[config.mk]
export PLATFORM = sky130hd
export DESIGN_NAME = fb_port_arbiter
export DESIGN_NICKNAME = d
export VERILOG_FILES = /design/src/rtl/fb_port_arbiter.sv
export SDC_FILE = /design/constraint.sdc
export NUM_CORES = 1
export LEC_CHECK = 0
export BUFFER_PORTS_ARGS = -buffer_cell sky130_fd_sc_hd__buf_2
export CORE_MARGIN = 4
export CORE_UTILIZATION = 40
export DETAILED_ROUTE_END_ITERATION = 10
export HOLD_SLACK_MARGIN = 0.08
export PLACE_DENSITY = 0.76
export SLEW_MARGIN = 20
export SYNTH_ARGS = -nofsm -noshare
export SYNTH_HDL_FRONTEND = slang
export SYNTH_SLANG_ARGS = --single-unit
[constraint.sdc]
create_clock -name clk -period 3.5 [get_ports clk]
set_clock_uncertainty 0.05 [all_clocks]
set_input_delay 0.175 -clock clk [delete_from_list [all_inputs] [get_ports clk]]
set_output_delay 0.175 -clock clk [all_outputs]
set_load 0.01 [all_outputs]
[src/rtl/fb_port_arbiter.sv]
// Frame buffer port arbiter: scanout reads have fixed priority over pixel writes, with a
// starvation guard that forces one write slot after STARVE_LIMIT consecutive denials.
module fb_port_arbiter #(
    parameter int unsigned ADDR_W       = 16,
    parameter int unsigned DATA_W       = 16,
    parameter int unsigned RAM_LATENCY  = 1,
    parameter int unsigned STARVE_LIMIT = 8
) (
    input  logic              clk,
    input  logic              reset,
    input  logic              rd_req,
    input  logic [ADDR_W-1:0] rd_addr,
    output logic              rd_ack,
    output logic              rd_valid,
    output logic [DATA_W-1:0] rd_data,
    input  logic              wr_req,
    input  logic [ADDR_W-1:0] wr_addr,
    input  logic [DATA_W-1:0] wr_data,
    output logic              wr_ack,
    output logic [ADDR_W-1:0] ram_addr,
    output logic [DATA_W-1:0] ram_wdata,
    output logic              ram_we,
    input  logic [DATA_W-1:0] ram_rdata,
    output logic              starved
);
    localparam int unsigned      CNT_W  = 8;
    localparam int unsigned      PIPE_D = RAM_LATENCY + 1;
    localparam logic [CNT_W-1:0] LIMIT  = CNT_W'(STARVE_LIMIT);

    typedef enum logic [1:0] {
        IDLE     = 2'd0,
        ARB      = 2'd1,
        FORCE_WR = 2'd2
    } state_t;

    state_t            state;
    logic [CNT_W-1:0]  starve_cnt;
    logic [CNT_W-1:0]  starve_cnt_next;
    logic [PIPE_D-1:0] rd_pipe;
    logic              grant_rd;
    logic              grant_wr;

    // Per-cycle grant; nothing is granted while reset is held
    always_comb begin
        grant_rd = 1'b0;
        grant_wr = 1'b0;
        if (reset) begin
            if (state == FORCE_WR && wr_req) begin
                grant_wr = 1'b1;
            end else if (rd_req) begin
                grant_rd = 1'b1;
            end else if (wr_req) begin
                grant_wr = 1'b1;
            end
        end
    end

    // Consecutive denied-writer cycles, saturating at the limit
    always_comb begin
        starve_cnt_next = '0;
        if (wr_req && !grant_wr) begin
            starve_cnt_next = (starve_cnt >= LIMIT) ? LIMIT : starve_cnt + CNT_W'(1);
        end
    end

    assign rd_ack   = grant_rd;
    assign wr_ack   = grant_wr;
    assign rd_valid = rd_pipe[PIPE_D-1];
    assign rd_data  = ram_rdata;
    assign starved  = (state == FORCE_WR);

    // FSM, starvation counter, RAM command stage and read-return pipe
    always_ff @(posedge clk or negedge reset) begin
        if (!reset) begin
            state      <= IDLE;
            starve_cnt <= '0;
            ram_addr   <= '0;
            ram_wdata  <= '0;
            ram_we     <= 1'b0;
            rd_pipe    <= '0;
        end else begin
            starve_cnt <= starve_cnt_next;
            rd_pipe    <= {rd_pipe[PIPE_D-2:0], grant_rd};

            if (grant_wr) begin
                ram_addr  <= wr_addr;
                ram_wdata <= wr_data;
                ram_we    <= 1'b1;
            end else if (grant_rd) begin
                ram_addr  <= rd_addr;
                ram_we    <= 1'b0;
            end else begin
                ram_we    <= 1'b0;
            end

            // The forced slot is entered on the edge where the count reaches the limit
            case (state)
                IDLE: begin
                    if (starve_cnt_next == LIMIT) begin
                        state <= FORCE_WR;
                    end else if (rd_req || wr_req) begin
                        state <= ARB;
                    end
                end
                ARB: begin
                    if (starve_cnt_next == LIMIT) begin
                        state <= FORCE_WR;
                    end else if (!rd_req && !wr_req) begin
                        state <= IDLE;
                    end
                end
                FORCE_WR: begin
                    state <= ARB;
                end
                default: begin
                    state <= IDLE;
                end
            endcase
        end
    end

endmodule

# [Yosys cells after proc, flatten, opt, wreduce, memory -nomap -nowiden]
# Cells that the tools add are included.
[word_totals] ff_bits=45 latchBits=0 mem_bits_rw=0 romBits=0 inputBits=68 out_inout_bits=53 wordCells=40 memories=0
[op_classes] add_sub_neg=1 multipliers=0 div=0 magnitude_cmp=1 n_eq_ne=5 shift=0 muxes=17 bitwise_logic=0 reduce_logical=10
[op_table] cell="$mux 16" count=2
[op_table] cell="$mux 8" count=2
[op_table] cell="$add 8x1->8 const B" count=1
[op_table] cell="$eq 8x4->1 const B" count=1
[op_table] cell="$ge 8x4->1 const B" count=1
[op_table] cell="$mux 1" count=8
[op_table] cell="$mux 2" count=4
[op_table] cell="$ne 3x3->1 const B" count=2
[op_table] cell="$pmux 2 s3" count=1
[op_table] cell="$logic_and 1x1->1" count=3
[op_table] cell="$logic_not 1->1" count=3
[op_table] cell="$eq 2x1->1 const B" count=1
[op_table] cell="$eq 2x2->1 const B" count=1
[op_table] cell="$logic_not 2->1" count=1
[op_table] cell="$reduce_and 2->1" count=1
[op_table] cell="$reduce_bool 2->1" count=1
[op_table] cell="$logic_or 1x1->1" count=1

# [Longest topological paths before layout]
# Gate-level depths: netlist (run 1).
[depth] word_depth=10 mapped_depth=5 mapped_depth_nobuf=5

# [Worst setup path before layout (run 1)]
# OpenSTA, ideal clock, no wires.
[synth_timing] path_type="flip-flop to flip-flop" start="reg state[0]" end="reg ram_wdata[12]" setup_ns=0.125 arrival_ns=1.312 required_time_ns=3.325 path_slack_ns=2.014 stages_incl_launch_ff=5 path_buffers=1 period_less_slack_ns=1.486 path_cell_list="dfrtp_1 -> nand2b_2 -> a21oi_2 -> buf_2 -> mux2_2"
[synth_between] elab_chain_cells=4
[synth_rtl] element="start: declaration" line_no="36" text="state_t state;"
[synth_rtl] element="start signal: assignment" line_no="75" text="state <= IDLE;"
[synth_rtl] element="start signal: assignment" line_no="100" text="state <= FORCE_WR;"
[synth_rtl] element="start signal: assignment" line_no="102" text="state <= ARB;"
[synth_rtl] element="$eq 2x2->1" line_no="48" text="if (state == FORCE_WR && wr_req) begin"
[synth_rtl] element="$logic_and 1x1->1" line_no="48"
[synth_rtl] element="$mux 1" line_no="48"
[synth_rtl] element="$mux 1" line_no="47" text="if (reset) begin"
[synth_rtl] element="end signal: assignment" line_no="87" text="ram_wdata <= wr_data;"
[synth_rtl] element="end: declaration" line_no="21" text="output logic [DATA_W-1:0] ram_wdata,"
# No other way between the ends.
# A chain may end at the register's enable or synchronous reset.

# [Final worst setup path (run 1)]
[layout_timing] start="in reset" end="reg ram_addr[8]"
[layout_between] elab_chain_cells=2 elab_cells_between_ends=4 cone_classes="mux (3); reduce/logical (1)"
[layout_rtl] element="start: declaration" line_no="10" text="input logic reset,"
[layout_rtl] element="$mux 1" line_no="47"
[layout_rtl] element="$mux 16 or $reduce_bool 2->1 (tied branches)"
[layout_rtl] element="end signal: assignment" line_no="86" text="ram_addr <= wr_addr;"
[layout_rtl] element="end signal: assignment" line_no="90" text="ram_addr <= rd_addr;"
[layout_rtl] element="end: declaration" line_no="20" text="output logic [ADDR_W-1:0] ram_addr,"
# Parallel ways exist; a longest one is shown, timed or not.

==> results.py, run 1 <==
metrics = {
    "setup_path": {
        "cp_cell_sequence": "dlygate4sd3_1, buf_2, buf_4, o21ai_2, o311ai_0",
        "worstSetupPathType": "input port to flip-flop",
        "cp-start-kind": "input port",
        "cp.required_ns": 3.61,
        "cp.arrival_ns": 2.30,
        "slowest_stage": "buf_4",
        "critPathLaunch": "reset",
        "r2r_setup_slack_ns": 1.48,
        "cp_max_fo": 64,
        "crit_path_end_kind": "flip-flop",
        "critPathMaxStageDelay_ns": 0.57,
        "regToRegStartpoint": "state[0]$_DFFE_PN0P_",
    },
    "sta": {
        "hold_violations": 0,
        "rsz0062_at_grt": "no",
        "timing.fmax_ghz": 0.458,
        "worst_pin_slew_ns": 1.01,
        "final_max_slew_viol_count": 0,
        "setup_tns_ns": 0,
        "slew_headroom_pct": 32.7,
        "setup_violations": 0,
        "finalCritPeriodShare_pct": 62.4,
        "fin_crit_ns": 2.18,
    },
    "drt": {
        "wl_um": 4780,
        "ant_nets": 0,
        "drc": 0,
        "vias": 1679,
        "drt_first_pass_iters": 4,
        "drt-vias-per-instance": 4.94,
        "drtIter0Drc": 59,
        "wl_per_cell_um": 14.1,
    },
    "yosys": {
        "ys_seq_elements": 45,
        "synthesis.area_um2": 2080,
        "yosys_warnings": 0,
        "synth_cell_types": 28,
        "yosysSeqAreaShare_pct": 54.2,
        "postSynthAreaPerCell_um2": 11.4,
        "synthCells": 183,
    },
    "global_route": {
        "antenna_found_initial": 0,
        "grt_max_degree": 65,
        "grt_pass1_wl_um": 7700,
        "gr-total-overflow": 0,
        "grt_usage_pct": 15.2,
        "grt_pass1_vias": 1678,
    },
    "place": {
        "port_buffers": 88,
        "place_hpwl_um": 3230,
        "gp_congestion": 0.685,
        "place_area_um2": 2460,
    },
    "clock_network": {
        "cts_tree": "yes",
        "htreeDepth": 2,
        "clk_pin_slew_ns": 0.08,
        "cts-root-buf": "clkbuf_8",
        "clk_latency_ns": 0.29,
        "post_cts_buffers": 0,
        "cts_buffer_depth": 2,
        "cts_sinks": 45,
        "cts_buffers": 5,
    },
    "cells_and_area": {
        "stdcell_area_um2": 2770,
        "syn2layout_area_growth_pct": 33.0,
        "drive_above_1_share_pct": 44.7,
        "finalNetCount": 342,
        "n_antenna_cell": 0,
    },
    "worst_hold_path": {
        "holdCritStartpoint": "rd_req",
        "hold_class": "input port to flip-flop",
    },
    "power_and_ir_drop": {
        "cellLeakagePower_nw": 1.34,
        "vdd_drop_max_v": 0.000416,
        "p_per_area_nw_per_um2": 502,
    },
    "floorplanning": {
        "placementRows": 25,
        "design.die.area_um2": 6420,
        "core_um2": 4880,
        "die_h_um": 80.1,
        "initial_core_util_pct": 42.6,
        "fp.dieW_um": 80.1,
        "ios": 121,
    },
    "run_status": {
        "status": "finished clean",
    },
    "run": {
        "drv_cap": 0,
    },
}
==> power breakdown <==
part           internal, mW  switching, mW  total, mW
Combinational         0.140          0.150      0.290
Clock                 0.287          0.174      0.462
Sequential            0.598         0.0392      0.637
==> metal layers <==
layer	routed length, um	vias to the layer above	share of wire [%]	GRT usage [%]
met5	0	-	0	0
li1	-	817	-	-
met1	1950	796	41	18.5
met2	2440	58	51	26.5
met4	59	0	1.2	4.56
met3	329	8	6.9	3.59
==> registers in the layout (all words and copies together), names as in the netlist <==
name,count
ram_addr,16
ram_wdata,16
ram_we,1
rd_pipe,2
starve_cnt,8
state,2
==> logic make-up after synthesis <==
group                    count (synthesis)  share of synthesized area, %
XOR/XNOR                                 1                         0.421
flip-flops                              45                          54.2
adder cells (fa/ha/maj)                  2                          1.20
AND/OR/NAND/NOR                         30                          7.10
buffers and inverters                   49                          12.2
other                                    1                         0.180
multiplexers                            16                          8.66
AO/OA/AOI/OAI                           39                          16.1
==> synth_stat cells <==
| library cell | number | area, um^2 |
|---|---|---|
| nor2_1 | 2 | 7.51 |
| and3_2 | 1 | 7.51 |
| conb_1 | 1 | 3.75 |
| nor3_2 | 1 | 10.0 |
| o2111ai_1 | 16 | 140 |
| buf_4 | 17 | 128 |
| a311oi_2 | 1 | 15.0 |
| ha_1 | 2 | 25.0 |
| o31a_1 | 1 | 8.76 |
| o21ai_1 | 1 | 5.00 |
| mux2_2 | 16 | 180 |
| o21ai_0 | 1 | 5.00 |
| a21oi_2 | 1 | 8.76 |
| a31oi_1 | 1 | 6.26 |
| xnor2_1 | 1 | 8.76 |
| nand2_1 | 18 | 67.6 |
| dfrtp_1 | 45 | 1130 |
| or2_4 | 1 | 8.76 |
| buf_2 | 5 | 25.0 |
| nor3_1 | 4 | 20.0 |
| clkinv_1 | 1 | 3.75 |
| a21oi_1 | 1 | 5.00 |
| or4_4 | 1 | 11.3 |
| inv_1 | 20 | 75.1 |
| clkbuf_1 | 6 | 22.5 |
| o311ai_0 | 16 | 140 |
| nor2b_1 | 1 | 6.26 |
| nand2b_2 | 1 | 8.76 |
==> cell type report <==
| cell class | instances | area [um^2] |
|---|---|---|
| timing repair buffer | 107 | 626 |
| inverter | 21 | 78.8 |
| clock buffer | 5 | 68.8 |
| fill | 429 | 2110 |
| sequential | 45 | 1130 |
| clock inverter | 3 | 68.8 |
| multi-input combinational | 92 | 714 |
| tap | 67 | 83.8 |
==> what timing repair did <==
| action | in CTS | in global routing |
|---|---|---|
| endpoints found under the hold margin | 61 | 0 |
| hold buffers | 17 | 0 |
| resized for setup | 0 | 0 |
==> through the flow <==
step / hold slack [ns] / std cells / total power [mW] / worst slack (ns) / utilization, %
6_report: 0.137 / 340 / 1.39 / 1.32 / 56.7
2_1_floorplan: -0.171 / 186 / 0.805 / 2.01 / -
3_5_place_dp: 0.296 / 315 / 0.922 / 1.47 / 50.4
4_1_cts: 0.123 / 340 / 1.40 / 1.25 / 56.7
3_3_place_gp: 0.283 / 315 / 0.916 / 1.52 / 50.4
5_1_grt: 0.129 / 340 / 1.47 / 1.00 / 56.7
==> cells in the final DEF, fill, tap and decap left out, drive strengths merged <==
cell,instances
clkinv,1
nand2b,1
dlygate4sd3,17
o31a,1
or2,1
ha,2
and3,1
conb,4
nand2,18
a31oi,1
dfrtp,45
xnor2,1
nor2,2
inv,21
mux2,16
o311ai,16
or4,1
nor3,5
nor2b,1
o2111ai,16
clkbuf,5
a311oi,1
bufinv,2
o21ai,2
a21oi,2
buf,90
==> worst max-delay path, delay by kind of cell <==
| kind | cells | cell delay, ns |
|---|---|---|
| compound gates | 2 | 0.92 |
| buf+inv | 3 | 1.20 |
==> worst paths after layout <==
kind                                            endpoint  cells past startpoint
min in group asynchronous        ram_addr[1]$_DFFE_PN0P_                      3
worst max register to register  ram_wdata[1]$_DFFE_PN0N_                      4
worst max-delay path             ram_addr[8]$_DFFE_PN0P_                      5
worst min register to register      rd_pipe[1]$_DFF_PN0_                      0
worst min-delay path                rd_pipe[0]$_DFF_PN0_                      3
max in group asynchronous        starve_cnt[2]$_DFF_PN0_                      3
(Power assumes the default switching activity.)
==> run 2: changes to the inputs <==
--- a/config.mk
+++ b/config.mk
@@ -7,10 +7,10 @@
 export LEC_CHECK = 0
 export BUFFER_PORTS_ARGS = -buffer_cell sky130_fd_sc_hd__buf_2
 export CORE_MARGIN = 4
-export CORE_UTILIZATION = 40
+export CORE_UTILIZATION = 39
 export DETAILED_ROUTE_END_ITERATION = 10
 export HOLD_SLACK_MARGIN = 0.08
-export PLACE_DENSITY = 0.76
+export PLACE_DENSITY = 0.78
 export SLEW_MARGIN = 20
 export SYNTH_ARGS = -nofsm -noshare
 export SYNTH_HDL_FRONTEND = slang
==> constraint.sdc (replaced) <==
create_clock -name clk -period 2 [get_ports clk]
set_clock_uncertainty 0.05 [all_clocks]
set_input_delay 0.1 -clock clk [delete_from_list [all_inputs] [get_ports clk]]
set_output_delay 0.1 -clock clk [all_outputs]
set_load 0.01 [all_outputs]
==> run 2 against run 1 <==
Against the previous run:
- combinational power increased by 95%
- largest power group unchanged
- largest cell class unchanged
- final cell count grew 10%
- sequential power up 74%
- via count grew 7.7%
- register-to-register slack worse by 1.1 ns
- total power up 72%
- critical endpoint is now rd_ack
- critical path depth unchanged
- critical path type is now flip-flop to output pin
- hold slack worse by 0.053 ns
- utilization is 3.2 points higher
- setup slack worse by 1.1 ns
- highest routed layer unchanged
==> results.py, run 2 (same netlist as run 1, synthesis figures left out) <==
metrics = {
    "run_status": {
        "status": "finished clean",
    },
    "global_route": {
        "grt_pass1_wl_um": 8500,
        "grt_max_degree": 33,
        "antenna_found_initial": 0,
        "gr-total-overflow": 0,
        "grt_usage_pct": 16.8,
        "grt_pass1_vias": 1870,
    },
    "clock_network": {
        "post_cts_buffers": 0,
        "htreeDepth": 2,
        "cts_tree": "yes",
        "cts_buffers": 5,
        "ctsResizeCount": 0,
        "cts_buffer_depth": 2,
        "cts-root-buf": "clkbuf_8",
        "cts_sinks": 45,
        "clk_pin_slew_ns": 0.08,
        "clk_latency_ns": 0.29,
        "cts_hold_buffers": 45,
    },
    "floorplanning": {
        "die_h_um": 81.0,
        "fp.dieW_um": 81.0,
        "ios": 121,
        "placementRows": 26,
        "core_um2": 5140,
        "initial_core_util_pct": 40.5,
        "design.die.area_um2": 6560,
    },
    "run": {
        "drv_cap": 0,
    },
    "power_and_ir_drop": {
        "p_total_mw": 2.39,
        "cellLeakagePower_nw": 1.47,
        "vdd_drop_max_v": 0.000496,
        "p_per_area_nw_per_um2": 775,
    },
    "sta": {
        "finalCritPeriodShare_pct": 91.4,
        "hold_violations": 0,
        "fin_crit_ns": 1.83,
        "timing.fmax_ghz": 0.547,
        "slew_headroom_pct": 55.3,
        "setup_tns_ns": 0,
        "setup_violations": 0,
        "worst_pin_slew_ns": 0.668,
        "rsz0062_at_grt": "no",
        "final_max_slew_viol_count": 0,
    },
    "setup_path": {
        "cp.arrival_ns": 1.68,
        "cp_max_fo": 11,
        "crit_path_end_kind": "output pin",
        "cp.required_ns": 1.85,
        "worstSetupPathType": "flip-flop to output pin",
        "cp-start-kind": "flip-flop",
    },
    "place": {
        "dp_cells": 321,
        "place_hpwl_um": 3220,
        "place_area_um2": 2500,
        "port_buffers": 88,
        "gp_congestion": 0.696,
    },
    "cells_and_area": {
        "layout_commonest_cell": "buf_2",
        "fill_cells": 419,
        "finalNetCount": 373,
        "drive_above_1_share_pct": 41.1,
        "reg.largest.list": "ram_addr: 16 flops, ram_wdata: 16 flops, starve_cnt: 8 flops",
        "syn2layout_area_growth_pct": 48.0,
        "mostFrequentLayoutCells": "buf_2, dlygate4sd3_1, dfrtp_1",
        "fin_util_pct": 59.9,
        "stdcell_count": 375,
        "stdcell_area_um2": 3080,
    },
    "drt": {
        "drc": 0,
        "drt_first_pass_iters": 4,
        "vias": 1809,
        "wl_per_cell_um": 14.3,
        "wl_um": 5380,
        "drtIter0Drc": 68,
        "ant_nets": 0,
        "drt-vias-per-instance": 4.82,
    },
    "worst_hold_path": {
        "hold_class": "input port to flip-flop",
    },
}
## run 2: changes by cell type in the layout (fill, tap and decap cells not counted), sizes merged
cell,change
inv,-1
bufinv,-1
clkinvlp,+1
buf,+3
diode,+1
dlygate4sd3,+28
clkbuf,+1
## run 2: per-layer routing
| layer | global-route usage (%) | vias up | share of wire [%] |
|---|---|---|---|
| met3 | 4.88 | 11 | 6.3 |
| met4 | 4.90 | 0 | 2.1 |
| met5 | 0 | - | 0 |
| li1 | - | 874 | - |
| met1 | 18.5 | 850 | 39 |
| met2 | 31.0 | 74 | 53 |
## run 2: power by group
part	total (mW)	switching [mW]	internal (mW)
combinational	0.565	0.275	0.290
sequential	1.11	0.0677	1.05
clock	0.708	0.301	0.406
## run 2: worst max-delay path, stage by stage, from the launching register on
cell	delay (ns)
dfrtp_1	0.41
nand2b_2	0.11
clkinv_1	0.23
buf_4	0.27
a21oi_1	0.20
buf_2	0.17
## run 2: final timing paths
check,end,from,depth (start not counted),slack [ns]
worst min-delay path,ram_addr[5]$_DFFE_PN0P_,wr_addr[5],3,0.08
worst max register to register,ram_wdata[8]$_DFFE_PN0N_,state[0]$_DFFE_PN0P_,4,0.35
max in group asynchronous,ram_addr[6]$_DFFE_PN0P_,reset,3,1.26
worst max-delay path,rd_ack,state[1]$_DFFE_PN0P_,5,0.17
min in group asynchronous,rd_pipe[0]$_DFF_PN0_,reset,3,0.33
worst min register to register,rd_pipe[1]$_DFF_PN0_,rd_pipe[0]$_DFF_PN0_,0,0.31
## run 2: stage by stage
| stage | setup slack [ns] | hold slack, ns |
|---|---|---|
| global route | 0.0429 | 0.0843 |
| detailed placement | 0.341 | 0.0976 |
| finish | 0.172 | 0.0831 |
| CTS | 0.140 | 0.0807 |
| floorplan | 0.514 | -0.246 |
| global placement | 0.372 | 0.0919 |
## run 2: final cells by class
type / instances / area (um^2) / share of cell area, %
Clock buffer: 6 / 82.6 / 2.68
Antenna cell: 1 / 2.50 / 0.0813
Multi-Input combinational cell: 92 / 722 / 23.5
Inverter: 21 / 78.8 / 2.56
Clock inverter: 2 / 37.5 / 1.22
Timing Repair Buffer: 138 / 941 / 30.6
Tap cell: 70 / 87.6 / 2.85
Sequential cell: 45 / 1130 / 36.6
